[config.mk]
export PLATFORM = sky130hd
export DESIGN_NAME = alu_seq
export DESIGN_NICKNAME = d
export VERILOG_FILES = /design/src/rtl/alu_seq.sv
export SDC_FILE = /design/constraint.sdc
export NUM_CORES = 1
export LEC_CHECK = 0
export ABC_CLOCK_PERIOD_IN_PS = 4000
export BUFFER_PORTS_ARGS = -buffer_cell sky130_fd_sc_hd__buf_2
export CAP_MARGIN = 20
export CELL_PAD_IN_SITES_DETAIL_PLACEMENT = 2
export CELL_PAD_IN_SITES_GLOBAL_PLACEMENT = 2
export CORE_ASPECT_RATIO = 1.4
export CORE_MARGIN = 2
export CORE_UTILIZATION = 36
export DETAILED_ROUTE_END_ITERATION = 7
export PLACE_DENSITY_LB_ADDON = 0.1
export SLEW_MARGIN = 20
export SYNTH_ARGS = -nofsm -noshare
export SYNTH_HDL_FRONTEND = slang
export SYNTH_SLANG_ARGS = --single-unit
[constraint.sdc]
create_clock -name clk -period 4 [get_ports clk]
set_input_delay 0.2 -clock clk [delete_from_list [all_inputs] [get_ports clk]]
set_output_delay 0.2 -clock clk [all_outputs]
set_load 0.005 [all_outputs]
[src/rtl/alu_seq.sv]
// alu_seq: handshaked multi-function ALU with registered result and NZCV flags.
// Single-cycle ops complete on the accept edge. Shifts step one bit per cycle.
// MUL is an iterative shift-add over WIDTH cycles. Result and flags are held
// in DONE until the consumer takes them.
module alu_seq #(
   parameter int WIDTH = 32
) (
   input  logic             clk,
   input  logic             rst_n,
   input  logic             in_valid,
   output logic             in_ready,
   input  logic [3:0]       select,
   input  logic [WIDTH-1:0] a,
   input  logic [WIDTH-1:0] b,
   output logic             out_valid,
   input  logic             out_ready,
   output logic [WIDTH-1:0] y,
   output logic             zero,
   output logic             neg,
   output logic             carry,
   output logic             ovf,
   output logic             busy
);

   localparam int SHW = $clog2(WIDTH);
   // The iteration counter must hold WIDTH itself for MUL.
   localparam int CW  = SHW + 1;

   typedef enum logic [3:0] {
      OP_OR   = 4'b0000,
      OP_AND  = 4'b0001,
      OP_ADD  = 4'b0010,
      OP_XOR  = 4'b0011,
      OP_NOT  = 4'b0100,
      OP_SHL  = 4'b0101,
      OP_SHR  = 4'b0110,
      OP_ZERO = 4'b0111,
      OP_SUB  = 4'b1000,
      OP_SRA  = 4'b1001,
      OP_SLT  = 4'b1010,
      OP_SLTU = 4'b1011,
      OP_MUL  = 4'b1100
   } op_e;

   typedef enum logic [1:0] {
      IDLE,
      EXEC,
      DONE
   } state_e;

   state_e           state;
   op_e              op_q;
   logic [WIDTH-1:0] acc_q;     // shift operand, or running product for MUL
   logic [WIDTH-1:0] mcand_q;   // multiplicand, shifted left each MUL step
   logic [WIDTH-1:0] mplier_q;  // multiplier, consumed LSB first
   logic [CW-1:0]    cnt_q;     // iterations still to do in EXEC

   logic             accept;
   logic [SHW-1:0]   n_in;
   logic [WIDTH:0]   sum_ext;
   logic [WIDTH:0]   diff_ext;
   logic [WIDTH-1:0] s_y;
   logic             s_c;
   logic             s_v;
   logic             go_exec;
   logic [WIDTH-1:0] step_y;
   logic             step_c;

   assign in_ready = (state == IDLE) || ((state == DONE) && out_ready);
   assign accept   = in_valid && in_ready;
   assign busy     = (state != IDLE);

   // Upper bits of b are ignored for the shift amount.
   assign n_in     = b[SHW-1:0];
   assign sum_ext  = {1'b0, a} + {1'b0, b};
   assign diff_ext = {1'b0, a} - {1'b0, b};

   // Result and flags for ops that finish on the accept edge; flags shifts/MUL for EXEC.
   always_comb begin
      // NOTE: every output of a combinational block gets a default first, so no path leaves it unassigned and no latch is inferred.
      s_y     = '0;
      s_c     = 1'b0;
      s_v     = 1'b0;
      go_exec = 1'b0;
      case (select)
         OP_OR:   s_y = a | b;
         OP_AND:  s_y = a & b;
         OP_ADD: begin
            s_y = sum_ext[WIDTH-1:0];
            s_c = sum_ext[WIDTH];
            s_v = (a[WIDTH-1] == b[WIDTH-1]) && (sum_ext[WIDTH-1] != a[WIDTH-1]);
         end
         OP_XOR:  s_y = a ^ b;
         OP_NOT:  s_y = ~a;
         OP_SHL, OP_SHR, OP_SRA: begin
            // A zero-length shift passes a through with carry clear.
            s_y     = a;
            go_exec = (n_in != '0);
         end
         OP_SUB: begin
            s_y = diff_ext[WIDTH-1:0];
            s_c = ~diff_ext[WIDTH];
            s_v = (a[WIDTH-1] != b[WIDTH-1]) && (diff_ext[WIDTH-1] != a[WIDTH-1]);
         end
         OP_SLT:  s_y = {{(WIDTH-1){1'b0}}, ($signed(a) < $signed(b))};
         OP_SLTU: s_y = {{(WIDTH-1){1'b0}}, (a < b)};
         OP_MUL:  go_exec = 1'b1;
         default: s_y = '0;
      endcase
   end

   // One EXEC iteration: a single-bit shift, or one shift-add multiply step.
   always_comb begin
      step_y = acc_q;
      step_c = 1'b0;
      case (op_q)
         OP_SHL: begin
            step_y = {acc_q[WIDTH-2:0], 1'b0};
            step_c = acc_q[WIDTH-1];
         end
         OP_SHR: begin
            step_y = {1'b0, acc_q[WIDTH-1:1]};
            step_c = acc_q[0];
         end
         OP_SRA: begin
            step_y = {acc_q[WIDTH-1], acc_q[WIDTH-1:1]};
            step_c = acc_q[0];
         end
         OP_MUL: step_y = mplier_q[0] ? (acc_q + mcand_q) : acc_q;
         default: step_y = acc_q;
      endcase
   end

   // Control FSM with registered result, flags and out_valid.
   always_ff @(posedge clk or negedge rst_n) begin
      // NOTE: datapath registers are reset along with control so an aborted operation leaves no residue visible on y or the flags.
      if (!rst_n) begin
         state     <= IDLE;
         op_q      <= OP_ZERO;
         acc_q     <= '0;
         mcand_q   <= '0;
         mplier_q  <= '0;
         cnt_q     <= '0;
         y         <= '0;
         zero      <= 1'b0;
         neg       <= 1'b0;
         carry     <= 1'b0;
         ovf       <= 1'b0;
         out_valid <= 1'b0;
      end else if (accept) begin
         // NOTE: non-blocking assignments here; every register samples pre-edge values, so the order of statements cannot matter.
         op_q <= op_e'(select);
         if (go_exec) begin
            state     <= EXEC;
            out_valid <= 1'b0;
            if (select == OP_MUL) begin
               acc_q    <= '0;
               mcand_q  <= a;
               mplier_q <= b;
               cnt_q    <= CW'(WIDTH);
            end else begin
               acc_q <= a;
               cnt_q <= {1'b0, n_in};
            end
         end else begin
            state     <= DONE;
            out_valid <= 1'b1;
            y         <= s_y;
            zero      <= (s_y == '0);
            neg       <= s_y[WIDTH-1];
            carry     <= s_c;
            ovf       <= s_v;
         end
      end else begin
         case (state)
            EXEC: begin
               acc_q    <= step_y;
               mcand_q  <= mcand_q << 1;
               mplier_q <= mplier_q >> 1;
               cnt_q    <= cnt_q - CW'(1);
               if (cnt_q == CW'(1)) begin
                  state     <= DONE;
                  out_valid <= 1'b1;
                  y         <= step_y;
                  zero      <= (step_y == '0);
                  neg       <= step_y[WIDTH-1];
                  carry     <= step_c;
                  ovf       <= 1'b0;
               end
            end
            DONE: begin
               // out_ready alone retires the result; with in_valid the accept branch above runs instead.
               if (out_ready) begin
                  state     <= IDLE;
                  out_valid <= 1'b0;
               end
            end
            default: state <= IDLE;
         endcase
      end
   end

endmodule

-- Yosys cells after proc, flatten, opt, wreduce, memory -nomap -nowiden
Cells that the tools add are included.
- register bits: 145
- input port bits: 72
- output and inout bits: 39
- add/sub/neg operators: 4
- order comparisons: 2
- equality and inequality tests: 27
- multiplexer cells: 53
- bitwise gates (word level): 5
- reductions and logical operators: 21
- operators by type and width (operator ; number):
    $mux W32 ; 17
    $pmux W32 S9 ; 1
    $pmux W32 S4 ; 1
    $logic_not A32 Y1 ; 2
    $lt A32 B32 Y1 ; 2
    $add A32 B32 Y33 ; 1
    $sub A32 B32 Y33 ; 1
    $add A32 B32 Y32 ; 1
    $and A32 B32 Y32 ; 1
    $not A32 Y32 ; 1
    $or A32 B32 Y32 ; 1
    $xor A32 B32 Y32 ; 1
    $eq A4 B4 Y1 const B ; 7
    $mux W6 ; 4
    $eq A4 B3 Y1 const B ; 5
    $mux W1 ; 20
    $pmux W1 S2 ; 5
    $reduce_and A3 Y1 ; 3
    $eq A4 B2 Y1 const B ; 2
    $mux W2 ; 4
    $eq A6 B1 Y1 const B ; 1
    $ne A3 B3 Y1 const B ; 2
    $reduce_bool A2 Y1 ; 3
    $sub A6 B1 Y6 const B ; 1
    other kinds (18) ; 25

-- Longest topological paths before layout
Gate-level depths: netlist of the first run.
- word-level depth: 7
- gate-level depth with buffers: 17

-- Worst setup path after synthesis of the first run
OpenSTA, ideal clock, no wires.
- kind: register -> register
- from: register acc_q[0]
- to: register zero
- arrival: 3.570 ns
- required time: 3.913 ns
- setup slack: 0.343 ns
- cell stages (with the launch flop): 16
- clock period less this slack: 3.657 ns
- path through: dfrtp_1 ha_1 inv_1 fa_1 nor2b_1 o221ai_1 a21oi_1 nor2_1 o31ai_1 a21oi_1 or3_1 a31o_2 nor4_1 nand2_1 or4bb_1 o211ai_1
- word-level cells in the longest chain between the ends: 7
- RTL lines (item ; line ; RTL):
    from (decl) ; 53 ; logic [WIDTH-1:0] acc_q;
    from (signal assigned) ; 177 ; acc_q <= step_y;
    $add A32 B32 Y32 ; 129 ; OP_MUL: step_y = mplier_q[0] ? (acc_q + mcand_q) : acc_q;
    $mux W32 ; 129 ;
    $pmux W32 S4 (*) ; 116 ; case (op_q)
    $logic_not A32 Y1 (*) ; 185 ; zero <= (step_y == '0);
    $mux W1 (*) ; 181 ; if (cnt_q == CW'(1)) begin
    $mux W1 (*) ; 175 ; case (state)
    $mux W1 (*) ; 150 ; end else if (accept) begin
    to (signal assigned) ; 169 ; zero <= (s_y == '0);
    to (signal assigned) ; 185 ;
    to (decl) ; 18 ; output logic zero,
Mark *: on every way between the ends. The rest lies on a longest branch, timed or not. The select of a mux whose other input is x is not followed.
A chain may end at the register's enable or synchronous reset.

-- Final worst setup path of the first run
- from: register mcand_q[0]
- to: register zero
- word-level cells in the longest chain between the ends: 7
- RTL lines (item ; line ; RTL):
    from (decl) ; 54 ; logic [WIDTH-1:0] mcand_q;
    from (signal assigned) ; 178 ; mcand_q <= mcand_q << 1;
    $add A32 B32 Y32 ; 129 ;
    $mux W32 ; 129 ;
    $pmux W32 S4 ; 116 ;
    $logic_not A32 Y1 ; 185 ;
    $mux W1 ; 181 ;
    $mux W1 ; 175 ;
    $mux W1 ; 150 ;
No other way between the ends. The select of a mux whose other input is x is not followed.

==> results of run 1 <==
[layer usage]
layer	track usage [%]	share of wire, %	up-vias
met5	0	0	-
met4	22.0	6.4	0
met3	4.60	5.3	304
met2	68.9	49	860
met1	46.9	39	10277
li1	-	-	8743
[power breakdown]
group	total (W)	switching [W]	internal, W
logic	0.00887	0.00536	0.00350
clock network	0.00170	0.000812	0.000883
registers	0.00291	0.000796	0.00211
[kinds of logic after synthesis]
| logic type | after synthesis | share of synthesized area [%] |
|---|---|---|
| AO/OA/AOI/OAI | 801 | 33.1 |
| XOR/XNOR | 33 | 1.81 |
| adder cells (fa/ha/maj) | 137 | 10.9 |
| buffers and inverters | 263 | 6.32 |
| flip-flops | 144 | 22.6 |
| multiplexers | 56 | 3.55 |
| AND/OR/NAND/NOR | 756 | 21.8 |
[stage by stage]
step	std cells	utilization, %
2_1_floorplan	2190	-
3_3_place_gp	3089	44.6
3_5_place_dp	3089	44.6
4_1_cts	3125	46.2
5_1_grt	3128	46.5
6_report	3128	46.5
[cells in the final DEF, fill, tap and decap left out, types with 22 or more instances in the layout]
cell type	count
a21o_1	28
a21oi_1	230
a221oi_1	29
a31oi_1	39
buf_2	109
buf_4	384
dfrtp_1	140
ha_1	130
inv_1	110
mux2i_1	54
nand2_1	265
nand2b_1	32
nand4_1	22
nor2_1	243
nor3_1	41
o21ai_0	177
o221ai_1	22
o22ai_1	25
[state kept, by name (all words and copies together) (netlist names)]
register / cells
state: 2
out_valid: 1
zero: 1
op_q: 4
carry: 1
y: 31
mplier_q: 32
neg: 1
cnt_q: 6
acc_q: 32
mcand_q: 32
ovf: 1
[worst min-delay path, stage by stage]
cell and delay [ps]:
buf_2 100, mux2i_1 60, o21ai_0 120
[timing repair]
item | in CTS | in global routing
hold buffers | 1 | 0
pin swaps | 10 | 10
endpoints found under the hold margin | 76 | 0
setup endpoints to repair | 1 | 3
setup buffers | 3 | 3
resized for setup | 17 | 22
[path summary, 6_finish.rpt]
path / from / to / slack [ps] / cells after the start
max: mcand_q[0] / zero / -180 / 16
min: b[23] / mplier_q[23] / 60 / 3
max reg2reg: mcand_q[0] / zero / -180 / 16
min reg2reg: mplier_q[16] / mplier_q[16] / 480 / 2
max in group asynchronous: rst_n / acc_q[31] / 2490 / 3
min in group asynchronous: rst_n / mplier_q[7] / 350 / 2
[synth_stat cells (7+ instances only)]
cell,instances,share of area [%]
a21o_1,28,1.3
a22o_1,10,0.55
and2_1,10,0.39
o311ai_0,7,0.38
a222oi_1,13,0.81
nor2_1,246,5.8
o21ai_1,7,0.22
a31oi_1,39,1.5
xnor2_1,14,0.77
o2bb2ai_1,8,0.44
or4_1,8,0.38
a2111oi_0,7,0.38
a211oi_1,20,0.94
buf_2,16,0.50
nand2_1,266,6.2
or3_1,12,0.47
o21a_1,11,0.52
o211ai_1,21,0.99
mux2i_1,54,3.4
a21oi_1,233,7.3
o22ai_1,25,0.98
o31ai_1,15,0.70
a221o_1,21,1.3
nor4_1,17,0.67
inv_1,111,2.6
a22oi_1,18,0.85
a21boi_0,9,0.42
xor2_1,19,1.0
nand4_1,22,0.86
nand3_1,23,0.72
buf_1,17,0.40
clkbuf_1,117,2.7
o21ai_0,181,5.7
o21bai_1,7,0.33
a221oi_1,29,1.6
ha_1,134,10
nand2b_1,32,1.3
dfrtp_1,141,22
o221ai_1,23,1.3
nor2b_1,20,0.78
nor3_1,41,1.3
or2_2,11,0.43
and3_1,10,0.39
[final cells by class]
type	count	area, um^2	area share (%)
Tap cell	558	698	3.42
Timing Repair Buffer	499	3520	17.2
Clock inverter	13	125	0.613
Sequential cell	144	3610	17.7
Multi-Input combinational cell	1783	11600	56.8
Clock buffer	19	443	2.17
Inverter	112	420	2.06
==> impl_metrics.csv, run 1 <==
group,metric,value,unit
worst_hold_path,min_path_type,"primary input to register",
clock_network,cts.path.max_buffers,2,
clock_network,cts_max_level,4,
yosys,async_flop_share,100,%
floorplan,coreArea,0.0439,mm^2
yosys,syn_inst,2190,
clock_network,cts.clk_slew.worst_paths,70,ps
floorplan,start_util,36.4,%
clock_network,cts.sinks,144,
placement,place_congestion,0.971,
pwr,leakage,9.46,nW
pwr,power,0.0135,W
detailed_routing,vias,20184,
worst_setup_path,critPathSlowestCell,"or4bb_1",
yosys,synth-edff-count,0,
sta,fin_crit_sh,104,%
clock_network,cts-root-buf,"clkbuf_16",
global_route,grt_pass1_vias,22046,
placement,dp_hpwl,70200,um
worst_setup_path,critPathKind,"register to register",
detailed_routing,via_per_inst,6.45,
floorplan,rows,91,
detailed_routing,wl,93100,um
placement,post-place-ws,-623,ps
floorplan,io_pins,111,
finish,n_fill_cell,5088,
sta,holdWs,57.9,ps
finish,num_antenna_cells,0,
floorplan,fp.dieH,253,um
worst_setup_path,critPathCaptureType,"register",
worst_setup_path,crit_buf_inv,2,
finish,nNetsFinal,2766,
yosys,yosysSeqAreaShare,22.6,%
detailed_routing,drtIter0Drc,1551,
yosys,synth_area,0.0160,mm^2
flow_run,maxCapViolCount,0,
worst_setup_path,slowest_delay,510,ps
sta,layout_setup_ws,-177,ps
yosys,syn-num-nets,2399,
yosys,synth_seq_cells,144,
floorplan,dieWidth,182,um
global_route,grt_max_degree,81,
yosys,synth-main-ff-cell,"dfrtp_1",
yosys,avgSynthCellArea,7.30,um^2
finish,fin_area,0.0204,mm^2
detailed_routing,ant_nets,0,
sta,slew_headroom,29.6,%
clock_network,clk_latency,480,ps
worst_setup_path,cp.required,4380,ps
sta,finalClockSkew,20.1,ps
clock_network,cts_tree,"done",
floorplan,dieArea,0.0461,mm^2
placement,place_area,0.0196,mm^2
global_route,grt_overflow_total,0,
global_route,antenna_found_initial,1,
sta,setup_viol,1,
sta,rsz0062_at_grt,"true",
detailed_routing,remaining_drc_errors,0,
worst_setup_path,cp_cell_sequence,"ha_4, inv_2, fa_2, nor2b_2, o221ai_4, a21oi_2, a21o_1, a21oi_1, xor2_1, a21oi_1, o22ai_1, buf_4, or4bb_1, nor4_2, or4bb_4, o211ai_1",
pwr,ir_worst_vdd,0.000346,V
sta,fmax,239,MHz
clock_network,cts_made_buffers,17,
pwr,p_per_area,660,mW/mm^2
outcome,violations,"setup timing",
worst_setup_path,cp_common_cell,"a21oi_1",
outcome,status,"complete, but fails checks",
sta,period_minus_slack,4180,ps
sta,hold_viol_final,0,
worst_setup_path,start_kind,"register",
worst_setup_path,crit_family,"simple AND/OR/NAND/NOR gates",
global_route,grt_use_total,39.4,%
global_route,grt_pass1_wl,137000,um
placement,place.port_buffers,110,
sta,slew_viol_final,0,
finish,drive_gt1_share,23.7,%
sta,worst_pin_slew,1050,ps
sta,final.setup.tns,-177,ps
detailed_routing,drt_pass1_iterations,6,
worst_setup_path,crit_arrival,4550,ps
worst_setup_path,path_max_fanout,3,
finish,area_growth,27.8,%
detailed_routing,wire_per_inst,29.8,um
yosys,synthDistinctLibCells,96,
yosys,yosysWarnings,0,
Note: power is estimated with default switching activity, not from simulation.
==> inputs of run 2 (changes only) <==
--- a/config.mk
+++ b/config.mk
@@ -14,6 +14,7 @@
 export CORE_MARGIN = 2
 export CORE_UTILIZATION = 36
 export DETAILED_ROUTE_END_ITERATION = 7
+export GPL_TIMING_DRIVEN = 0
 export PLACE_DENSITY_LB_ADDON = 0.1
 export SLEW_MARGIN = 20
 export SYNTH_ARGS = -nofsm -noshare
==> impl_metrics.csv, run 2 (same netlist as run 1, synthesis figures left out) <==
group,metric,value,unit
finish,area_growth,17.6,%
sta,period_minus_slack,4220,ps
sta,finalClockSkew,9.07,ps
finish,nNetsFinal,2544,
detailed_routing,wire_per_inst,32.5,um
global_route,grt_pass1_wl,137000,um
global_route,grt_overflow_total,0,
worst_setup_path,start_kind,"register",
pwr,p_per_area,683,mW/mm^2
sta,holdWs,46.1,ps
finish,n_fill_cell,5156,
clock_network,cts_made_buffers,17,
clock_network,cts-root-buf,"clkbuf_16",
floorplan,io_pins,111,
clock_network,cts.sinks,144,
placement,post-place-ws,-1770,ps
clock_network,cts.path.max_buffers,2,
detailed_routing,vias,19408,
placement,dp_hpwl,74300,um
sta,layout_setup_ws,-219,ps
sta,rsz0062_at_grt,"true",
outcome,status,"complete, but fails checks",
sta,fmax,237,MHz
floorplan,fp.dieH,253,um
detailed_routing,drt_pass1_iterations,6,
placement,place_congestion,0.987,
sta,final.setup.tns,-219,ps
detailed_routing,via_per_inst,6.68,
worst_setup_path,critPathCaptureType,"register",
global_route,grt_max_degree,81,
sta,worst_pin_slew,1160,ps
clock_network,cts.clk_slew.worst_paths,70,ps
sta,fin_crit_sh,105,%
sta,setup_viol,1,
finish,fin_area,0.0188,mm^2
floorplan,dieWidth,182,um
sta,slew_headroom,22.9,%
floorplan,dieArea,0.0461,mm^2
detailed_routing,ant_nets,0,
finish,num_antenna_cells,0,
finish,drive_gt1_share,14.8,%
outcome,violations,"setup timing",
worst_hold_path,min_path_type,"primary input to register",
global_route,antenna_found_initial,1,
finish,layout_commonest_cell,"nand2_1",
pwr,leakage,8.12,nW
clock_network,cts_tree,"done",
clock_network,clk_latency,480,ps
pwr,ir_worst_vdd,0.000362,V
finish,multi_input_area,0.0120,mm^2
placement,place.port_buffers,108,
sta,hold_viol_final,0,
finish,reg_top3,"acc_q (32), mcand_q (32), mplier_q (32)",
global_route,grt_use_total,40.3,%
global_route,grt_pass1_vias,21173,
floorplan,rows,91,
detailed_routing,wl,94500,um
finish,final_util,42.8,%
worst_setup_path,cp.required,4390,ps
clock_network,cts_max_level,4,
detailed_routing,remaining_drc_errors,0,
placement,place_area,0.0173,mm^2
sta,slew_viol_final,0,
finish,seq_area,0.00362,mm^2
detailed_routing,drtIter0Drc,1288,
worst_setup_path,path_max_fanout,9,
worst_setup_path,critPathKind,"register to register",
floorplan,coreArea,0.0439,mm^2
finish,layout_common_cells,"nand2_1 (264), nor2_1 (241), a21oi_1 (224)",
flow_run,maxCapViolCount,0,
worst_setup_path,crit_arrival,4610,ps
floorplan,start_util,36.4,%
run 2: cell types whose count changed in the layout (fill, tap and decap cells not counted), moves of 6 or more:
| cell | delta |
|---|---|
| a21oi_1 | -6 |
| buf_1 | +11 |
| buf_2 | +12 |
| buf_4 | -356 |
| clkbuf_1 | +84 |
| clkbuf_2 | +22 |
| dfrtp_1 | -6 |
| dfrtp_2 | +6 |
| ha_1 | -6 |
| nor3_1 | -6 |
run 2: cell type report:
class,count,share of cell area [%]
tap,558,3.71
clock inverter,13,0.918
clock buffer,19,2.36
buffer,142,3.33
sequential,144,19.2
inverter,112,2.24
timing repair buffer,135,4.26
multi-input combinational,1783,63.9
run 2: power breakdown:
part / total, W / internal, W / switching [W]
registers: 0.00296 / 0.00212 / 0.000842
logic: 0.00803 / 0.00278 / 0.00524
clock network: 0.00184 / 0.00101 / 0.000833
run 2: routing by layer:
metal	global-route usage (%)	part of all wire, %	vias to the layer above	wire [um]
met2	72.4	50	828	46900
met4	29.7	8.7	2	8200
li1	-	-	8318	-
met5	0	0.019	-	18
met3	5.88	4.8	403	4570
met1	42.9	37	9857	34800
run 2: final timing paths:
check                      startpoint           end  slack (ps)  depth (start not counted)
hold / removal                  b[21]  mplier_q[21]          50                          3
hold reg to reg                 y[10]         y[10]         480                          2
setup / recovery             state[1]          zero        -220                         13
min in group asynchronous       rst_n   mplier_q[7]         290                          2
max in group asynchronous       rst_n   mcand_q[22]        2780                          3
setup reg to reg             state[1]          zero        -220                         13
run 2: per-stage QoR:
| step | total power, W | instances |
|---|---|---|
| 4_1_cts | 0.0123 | 2895 |
| 3_5_place_dp | 0.0100 | 2858 |
| 5_1_grt | 0.0135 | 2906 |
| 3_3_place_gp | 0.00969 | 2856 |
| 6_report | 0.0128 | 2906 |
| 2_1_floorplan | 0.00710 | 2190 |
run 2: what timing repair did:
| action | CTS | global route |
|---|---|---|
| pin swaps | 13 | 22 |
| resized for setup | 108 | 83 |
| hold buffers | 2 | 0 |
| endpoints found under the hold margin | 65 | 0 |
| buffers inserted | 10 | 13 |
| endpoints found under the setup margin | 94 | 49 |
run 2: critical path, cell delays in order (launching register included):
cell and delay, ps:
dfrtp_1 430, nand2b_1 180, and3_1 220, clkbuf_1 360, a221o_1 400, a221o_1 330, nor4_2 280, nand3_1 150
nor4_4 410, and4b_1 250, nand4_1 180, nor4_1 270, or4bb_1 470, o211ai_1 200
